<file path="config.mk">
export PLATFORM = sky130hd
export DESIGN_NAME = ctrl_decode_stage_flat
export DESIGN_NICKNAME = d
export VERILOG_FILES = /design/src/rtl/ctrl_decode_stage_if.sv /design/src/rtl/ctrl_decode_stage.sv /design/src/flat_wrapper.sv
export SDC_FILE = /design/constraint.sdc
export NUM_CORES = 1
export LEC_CHECK = 0
export BUFFER_PORTS_ARGS = -buffer_cell sky130_fd_sc_hd__buf_2
export CAP_MARGIN = 15
export CORE_MARGIN = 2
export CORE_UTILIZATION = 30
export DETAILED_ROUTE_END_ITERATION = 16
export SLEW_MARGIN = 20
export SYNTH_ARGS = -nofsm -noshare
export SYNTH_HDL_FRONTEND = slang
export SYNTH_SLANG_ARGS = --single-unit
</file>
<file path="constraint.sdc">
create_clock -name clk_i -period 1.6 [get_ports clk_i]
set_input_delay 0.16 -clock clk_i [delete_from_list [all_inputs] [get_ports clk_i]]
set_output_delay 0.16 -clock clk_i [all_outputs]
set_load 0.005 [all_outputs]
</file>
<file path="src/rtl/ctrl_decode_stage_if.sv">
// ID-stage to EX-stage control interface for ctrl_decode_stage.
// Optional jump signals exist only when CTRL_DECODE_JUMP_EN is defined.
interface ctrl_decode_stage_if #(
  parameter int unsigned OP_W    = 6,
  parameter int unsigned ALUOP_W = 3,
  parameter int unsigned REG_W   = 5
);
  logic               id_valid_i;
  logic [OP_W-1:0]    instr_op_i;
  logic [REG_W-1:0]   id_rs_i;
  logic [REG_W-1:0]   id_rt_i;
  logic               flush_i;
  logic               hold_i;
  logic               stall_o;
  logic               ex_valid_o;
  logic [ALUOP_W-1:0] ex_alu_op_o;
  logic               ex_alu_src_o;
  logic               ex_reg_dst_o;
  logic               ex_mem_read_o;
  logic               ex_mem_write_o;
  logic               ex_branch_o;
  logic               ex_branch_ne_o;
  logic               ex_reg_write_o;
  logic               ex_mem_to_reg_o;
  logic [REG_W-1:0]   ex_rt_o;
  logic               ex_illegal_o;
`ifdef CTRL_DECODE_JUMP_EN
  logic               ex_jump_o;
  logic               id_jump_o;
`endif

  // Pipeline/control side driving the ID stage.
  modport master (
    output id_valid_i, instr_op_i, id_rs_i, id_rt_i, flush_i, hold_i,
    input  stall_o, ex_valid_o, ex_alu_op_o, ex_alu_src_o, ex_reg_dst_o, ex_mem_read_o,
           ex_mem_write_o, ex_branch_o, ex_branch_ne_o, ex_reg_write_o, ex_mem_to_reg_o,
           ex_rt_o, ex_illegal_o
`ifdef CTRL_DECODE_JUMP_EN
    , input ex_jump_o, id_jump_o
`endif
  );

  // Decode stage itself.
  modport slave (
    input  id_valid_i, instr_op_i, id_rs_i, id_rt_i, flush_i, hold_i,
    output stall_o, ex_valid_o, ex_alu_op_o, ex_alu_src_o, ex_reg_dst_o, ex_mem_read_o,
           ex_mem_write_o, ex_branch_o, ex_branch_ne_o, ex_reg_write_o, ex_mem_to_reg_o,
           ex_rt_o, ex_illegal_o
`ifdef CTRL_DECODE_JUMP_EN
    , output ex_jump_o, id_jump_o
`endif
  );
endinterface

</file>
<file path="src/rtl/ctrl_decode_stage.sv">
// Pipelined main decoder: decodes the ID opcode, registers the control bundle into
// the ID/EX register, detects load-use hazards and inserts bubbles.
// Optional macro CTRL_DECODE_JUMP_EN adds the j opcode plus ex_jump_o / id_jump_o.
module ctrl_decode_stage #(
  parameter int unsigned OP_W    = 6,
  parameter int unsigned ALUOP_W = 3,
  parameter int unsigned REG_W   = 5
) (
  input logic             clk_i,
  input logic             rst_i,
  ctrl_decode_stage_if.slave bus
);

  localparam logic [OP_W-1:0] OpRtype = OP_W'(6'b000000);
  localparam logic [OP_W-1:0] OpAddi  = OP_W'(6'b001000);
  localparam logic [OP_W-1:0] OpSlti  = OP_W'(6'b001010);
  localparam logic [OP_W-1:0] OpLw    = OP_W'(6'b100011);
  localparam logic [OP_W-1:0] OpSw    = OP_W'(6'b101011);
  localparam logic [OP_W-1:0] OpBeq   = OP_W'(6'b000100);
  localparam logic [OP_W-1:0] OpBne   = OP_W'(6'b000101);
`ifdef CTRL_DECODE_JUMP_EN
  localparam logic [OP_W-1:0] OpJ     = OP_W'(6'b000010);
`endif

  typedef struct packed {
    logic [ALUOP_W-1:0] alu_op;
    logic               alu_src;
    logic               reg_dst;
    logic               mem_read;
    logic               mem_write;
    logic               branch;
    logic               branch_ne;
    logic               reg_write;
    logic               mem_to_reg;
    logic               illegal;
`ifdef CTRL_DECODE_JUMP_EN
    logic               jump;
`endif
  } ctrl_t;

  ctrl_t            dec;
  logic             uses_rt;
  logic             hazard;

  logic             ex_valid_q;
  ctrl_t            ex_ctrl_q;
  logic [REG_W-1:0] ex_rt_q;

  // Opcode decode; an invalid ID slot yields an all-zero bundle.
  always_comb begin
    dec     = '0;
    uses_rt = 1'b0;
    case (bus.instr_op_i)
      OpRtype: begin
        dec.alu_op    = ALUOP_W'(3'b010);
        dec.reg_dst   = 1'b1;
        dec.reg_write = 1'b1;
        uses_rt       = 1'b1;
      end
      OpAddi: begin
        dec.alu_op    = ALUOP_W'(3'b000);
        dec.alu_src   = 1'b1;
        dec.reg_write = 1'b1;
      end
      OpSlti: begin
        dec.alu_op    = ALUOP_W'(3'b011);
        dec.alu_src   = 1'b1;
        dec.reg_write = 1'b1;
      end
      OpLw: begin
        dec.alu_op     = ALUOP_W'(3'b000);
        dec.alu_src    = 1'b1;
        dec.mem_read   = 1'b1;
        dec.reg_write  = 1'b1;
        dec.mem_to_reg = 1'b1;
      end
      OpSw: begin
        dec.alu_op    = ALUOP_W'(3'b000);
        dec.alu_src   = 1'b1;
        dec.mem_write = 1'b1;
        uses_rt       = 1'b1;
      end
      OpBeq: begin
        dec.alu_op = ALUOP_W'(3'b001);
        dec.branch = 1'b1;
        uses_rt    = 1'b1;
      end
      OpBne: begin
        dec.alu_op    = ALUOP_W'(3'b001);
        dec.branch    = 1'b1;
        dec.branch_ne = 1'b1;
        uses_rt       = 1'b1;
      end
`ifdef CTRL_DECODE_JUMP_EN
      OpJ: begin
        dec.jump = 1'b1;
      end
`endif
      default: begin
        dec.illegal = 1'b1;
      end
    endcase
    if (!bus.id_valid_i) begin
      dec = '0;
    end
  end

  // Load-use hazard: a valid load in EX writes a non-zero register that ID reads.
  always_comb begin
    hazard = bus.id_valid_i && ex_valid_q && ex_ctrl_q.mem_read && (ex_rt_q != '0) &&
             ((ex_rt_q == bus.id_rs_i) || (uses_rt && (ex_rt_q == bus.id_rt_i)));
  end

  assign bus.stall_o = (hazard && !bus.flush_i) || bus.hold_i;

  // ID/EX register: reset, then flush, then hold, then hazard bubble, then load.
  always_ff @(posedge clk_i) begin
    if (rst_i) begin
      ex_valid_q <= 1'b0;
      ex_ctrl_q  <= '0;
      ex_rt_q    <= '0;
    end else if (bus.flush_i || (!bus.hold_i && hazard)) begin
      ex_valid_q <= 1'b0;
      ex_ctrl_q  <= '0;
      ex_rt_q    <= '0;
    end else if (!bus.hold_i) begin
      ex_valid_q <= bus.id_valid_i;
      ex_ctrl_q  <= dec;
      ex_rt_q    <= bus.id_rt_i;
    end
  end

  assign bus.ex_valid_o      = ex_valid_q;
  assign bus.ex_alu_op_o     = ex_ctrl_q.alu_op;
  assign bus.ex_alu_src_o    = ex_ctrl_q.alu_src;
  assign bus.ex_reg_dst_o    = ex_ctrl_q.reg_dst;
  assign bus.ex_mem_read_o   = ex_ctrl_q.mem_read;
  assign bus.ex_mem_write_o  = ex_ctrl_q.mem_write;
  assign bus.ex_branch_o     = ex_ctrl_q.branch;
  assign bus.ex_branch_ne_o  = ex_ctrl_q.branch_ne;
  assign bus.ex_reg_write_o  = ex_ctrl_q.reg_write;
  assign bus.ex_mem_to_reg_o = ex_ctrl_q.mem_to_reg;
  assign bus.ex_rt_o         = ex_rt_q;
  assign bus.ex_illegal_o    = ex_ctrl_q.illegal;
`ifdef CTRL_DECODE_JUMP_EN
  assign bus.ex_jump_o       = ex_ctrl_q.jump;
  assign bus.id_jump_o       = bus.id_valid_i && (bus.instr_op_i == OpJ) && !bus.flush_i;
`endif

endmodule

</file>
<file path="src/flat_wrapper.sv">
// flat-port wrapper written by rule: the top's interface ports become plain ports
module ctrl_decode_stage_flat 
#(
  parameter int unsigned OP_W    = 6,
  parameter int unsigned ALUOP_W = 3,
  parameter int unsigned REG_W   = 5
)
  (clk_i, rst_i, bus_id_valid_i, bus_instr_op_i, bus_id_rs_i, bus_id_rt_i, bus_flush_i, bus_hold_i, bus_stall_o, bus_ex_valid_o, bus_ex_alu_op_o, bus_ex_alu_src_o, bus_ex_reg_dst_o, bus_ex_mem_read_o, bus_ex_mem_write_o, bus_ex_branch_o, bus_ex_branch_ne_o, bus_ex_reg_write_o, bus_ex_mem_to_reg_o, bus_ex_rt_o, bus_ex_illegal_o);
  ctrl_decode_stage_if #(.OP_W(OP_W), .ALUOP_W(ALUOP_W), .REG_W(REG_W)) bus_i ();
  input logic clk_i;
  input logic rst_i;
  input wire logic [$bits(bus_i.id_valid_i)-1:0] bus_id_valid_i;
  input wire logic [$bits(bus_i.instr_op_i)-1:0] bus_instr_op_i;
  input wire logic [$bits(bus_i.id_rs_i)-1:0] bus_id_rs_i;
  input wire logic [$bits(bus_i.id_rt_i)-1:0] bus_id_rt_i;
  input wire logic [$bits(bus_i.flush_i)-1:0] bus_flush_i;
  input wire logic [$bits(bus_i.hold_i)-1:0] bus_hold_i;
  output wire logic [$bits(bus_i.stall_o)-1:0] bus_stall_o;
  output wire logic [$bits(bus_i.ex_valid_o)-1:0] bus_ex_valid_o;
  output wire logic [$bits(bus_i.ex_alu_op_o)-1:0] bus_ex_alu_op_o;
  output wire logic [$bits(bus_i.ex_alu_src_o)-1:0] bus_ex_alu_src_o;
  output wire logic [$bits(bus_i.ex_reg_dst_o)-1:0] bus_ex_reg_dst_o;
  output wire logic [$bits(bus_i.ex_mem_read_o)-1:0] bus_ex_mem_read_o;
  output wire logic [$bits(bus_i.ex_mem_write_o)-1:0] bus_ex_mem_write_o;
  output wire logic [$bits(bus_i.ex_branch_o)-1:0] bus_ex_branch_o;
  output wire logic [$bits(bus_i.ex_branch_ne_o)-1:0] bus_ex_branch_ne_o;
  output wire logic [$bits(bus_i.ex_reg_write_o)-1:0] bus_ex_reg_write_o;
  output wire logic [$bits(bus_i.ex_mem_to_reg_o)-1:0] bus_ex_mem_to_reg_o;
  output wire logic [$bits(bus_i.ex_rt_o)-1:0] bus_ex_rt_o;
  output wire logic [$bits(bus_i.ex_illegal_o)-1:0] bus_ex_illegal_o;
  assign bus_i.id_valid_i = bus_id_valid_i;
  assign bus_i.instr_op_i = bus_instr_op_i;
  assign bus_i.id_rs_i = bus_id_rs_i;
  assign bus_i.id_rt_i = bus_id_rt_i;
  assign bus_i.flush_i = bus_flush_i;
  assign bus_i.hold_i = bus_hold_i;
  assign bus_stall_o = bus_i.stall_o;
  assign bus_ex_valid_o = bus_i.ex_valid_o;
  assign bus_ex_alu_op_o = bus_i.ex_alu_op_o;
  assign bus_ex_alu_src_o = bus_i.ex_alu_src_o;
  assign bus_ex_reg_dst_o = bus_i.ex_reg_dst_o;
  assign bus_ex_mem_read_o = bus_i.ex_mem_read_o;
  assign bus_ex_mem_write_o = bus_i.ex_mem_write_o;
  assign bus_ex_branch_o = bus_i.ex_branch_o;
  assign bus_ex_branch_ne_o = bus_i.ex_branch_ne_o;
  assign bus_ex_reg_write_o = bus_i.ex_reg_write_o;
  assign bus_ex_mem_to_reg_o = bus_i.ex_mem_to_reg_o;
  assign bus_ex_rt_o = bus_i.ex_rt_o;
  assign bus_ex_illegal_o = bus_i.ex_illegal_o;
  ctrl_decode_stage #(.OP_W(OP_W), .ALUOP_W(ALUOP_W), .REG_W(REG_W)) u_core (.clk_i(clk_i), .rst_i(rst_i), .bus(bus_i));
endmodule
</file>
==> out/metrics.yaml <==
r2r-start: "u_core.bus.ex_rt_o[0]"
drive_gt1_frac: 0.557
fin_crit_sh: 1.24
gr-total-overflow: 0
antenna_found_initial: 0
stdcell_area_um2: 1430
ys_types: 34
wire_per_inst_um: 12.9
grt_use_met2: 0.258
setup_ws_ns: -0.389
vdd_drop_max_mv: 0.244
violations: "setup timing"
initialDrtViolationCount: 35
numPortBuffers: 38
fin_skew_ns: 0.00522
first_global_vias: 949
drv_cap: 0
first_pass_iters: 4
cp_slowest_cell: "or3_1"
regArea_um2: 327
synthCells: 105
slowest_delay_ns: 0.36
antenna_cells: 0
period_needed_ns: 1.99
synth_area_per_cell_um2: 8.95
end_kind: "output pin"
hold_buffers: 0
die_w_um: 60.0
status: "finished, violations left"
grtUsageMet1: 0.192
fillCellCount: 308
core_area_um2: 3030
gp_congestion: 0.926
clock-sinks: 16
ys_seq_elements: 16
hpwl_mm: 1.92
via_per_inst: 4.89
drv_slew: 0
rows: 20
crit_type: "flop to output pin"
leakage_nw: 0.623
grt_use_total: 0.156
clk_pin_slew_ns: 0.10
cp_data_arrival_time_ns: 1.83
rsz0062_at_grt: "yes"
grt.busiest_layer: "met2"
areaGrowthSynthToFinish_pct: 51.9
worstPathMaxFanout: 2
crit_start: "u_core.bus.ex_rt_o[4]"
min_from: "bus_id_rt_i[2]"
io_pins: 40
htreeDepth: 1
fin_total_pwr_mw: 0.846
hold_path.class: "input pin to flop"
yosysWarnings: 0
drc: 0
tritoncts: "yes"
grt_max_degree: 17
cp-start-kind: "flop"
num_vias: 987
cts-root-buf: "clkbuf_4"
place_inst: 194
cp_cell_sequence: "or3_1 > o311a_1 > nand4_1 > nand2_1 > a31o_1 > buf_2"
stdcell_count: 202
clock_path_buffers: 2
critPathTopFamily: "simple AND/OR/NAND/NOR gates"
power_density_nw_per_um2: 593
final_hold_viol_count: 0
clk-insertion-delay-late_ns: 0.30
use_met3: 0.0260
max_freq_ghz: 0.503
synth_seq_area_share: 0.341
worst-path-buf-inv: 1
synthesis.nets: 126
wl_mm: 2.61
required_ns: 1.44
fp.dieArea_um2: 3600
nets: 180
initial_core_util: 0.310
placed_area_um2: 1250
worst_slew_pin_slew_ns: 1.05
ant_nets: 0
cts_buffers: 3
grt_pass1_wl_mm: 4.13
multi_input_area_um2: 654
synth_area_um2: 940
setup_viol: 17
post-route-util: 0.471
max_slew_margin: 0.303
die_y_um: 60.0
worst register-to-register path, delay by kind of cell, from the launching register on:
family                 cells  cell delay, ns
buffers and inverters      3            0.47
AO/OA/AOI/OAI              2            0.34
XOR/XNOR                   1            0.14
flip-flops                 1            0.34
AND/OR/NAND/NOR            2            0.28
path summary, 6_finish.rpt:
kind                                               to  slack, ns  cells past startpoint
worst min-delay path            u_core.bus.ex_rt_o[2]       0.21                      3
worst max register to register  u_core.bus.ex_rt_o[0]      -0.10                      8
worst max-delay path                      bus_stall_o      -0.39                      6
worst min register to register  u_core.bus.ex_valid_o       0.57                      2
routing by layer:
layer,vias up,share of wire
met5,-,0
met4,0,0.019
met3,4,0.043
met2,32,0.50
met1,460,0.44
li1,491,-
logic make-up after synthesis:
| kind of cell | Yosys count | synth area share |
|---|---|---|
| simple gates | 45 | 0.301 |
| compound gates | 19 | 0.156 |
| flops | 16 | 0.341 |
| xor+xnor | 10 | 0.0932 |
| buf+inv | 9 | 0.0519 |
| mux | 5 | 0.0533 |
| other cells | 1 | 0.00399 |
timing repair:
action / in CTS / in global routing
resized for setup: 9 / 13
buffers inserted: 9 / 4
endpoints found under the hold margin: 0 / 0
pin swaps: 11 / 7
setup endpoints to repair: 16 / 17
where the power goes:
part           internal (mW)  leakage (nW)  switching [mW]
Sequential             0.405         0.132         0.00468
Combinational         0.0721         0.470          0.0882
Clock                  0.139        0.0210           0.137
cell usage in the layout (no fill, tap or decap), drive strengths merged, types with 2 or more instances in the layout:
master,instances
buf,56
nand4,2
clkbuf,4
nor2b,2
xor2,8
mux2i,5
nand2,2
a21oi,8
nand2b,2
nor2,8
nand3,3
dfxtp,16
a22oi,2
and3,2
xnor2,2
nor3b,2
nor3,18
nor4,2
a32oi,3
inv,2
cells in the mapped netlist, drive strengths merged:
master / instances / area (µm²)
o2111ai: 1 / 15.0
buf: 5 / 33.8
a31o: 1 / 8.76
nand3: 3 / 15.0
nor4: 2 / 12.5
mux2i: 5 / 50.1
and3: 2 / 12.5
o311a: 1 / 10.0
nand2b: 2 / 12.5
dfxtp: 16 / 320
xor2: 8 / 70.1
conb: 1 / 3.75
nor3: 18 / 140
xnor2: 2 / 17.5
a22oi: 2 / 15.0
nor2b: 2 / 12.5
nand4: 2 / 12.5
nor3b: 2 / 15.0
a21oi: 8 / 43.8
a2111oi: 1 / 15.0
clkbuf: 2 / 7.51
inv: 2 / 7.50
or2: 1 / 6.26
nor2: 8 / 30.0
or3: 1 / 6.26
nand2: 2 / 7.51
a211oi: 1 / 7.51
o21ai: 1 / 5.00
a32oi: 3 / 26.3
registers in the layout, summed over array words and instances, names as in the netlist:
register and flops:
u_core.bus.ex_mem_write_o 1, u_core.bus.ex_mem_to_reg_o 1, u_core.bus.ex_alu_src_o 1, u_core.bus.ex_valid_o 1, u_core.bus.ex_illegal_o 1, u_core.bus.ex_reg_dst_o 1
u_core.bus.ex_branch_o 1, u_core.bus.ex_alu_op_o 2, u_core.bus.ex_branch_ne_o 1, u_core.bus.ex_rt_o 5, u_core.bus.ex_reg_write_o 1
layout make-up:
class	count	area share
flip-flops and latches	16	0.229
multi-input cells	80	0.458
repair buffers	56	0.244
inverters	2	0.00526
well taps	44	0.0386
clock buffers	4	0.0254
stage by stage:
stage | setup TNS [ns] | setup slack (ns) | hold slack (ns)
2_1_floorplan | -0.00360 | -0.00360 | 0.352
3_3_place_gp | -0.822 | -0.121 | 0.465
3_5_place_dp | -1.53 | -0.151 | 0.496
4_1_cts | -2.37 | -0.387 | 0.172
5_1_grt | -3.32 | -0.455 | 0.233
6_report | -1.84 | -0.389 | 0.212
No activity file was read; power rests on OpenSTA's default activity.
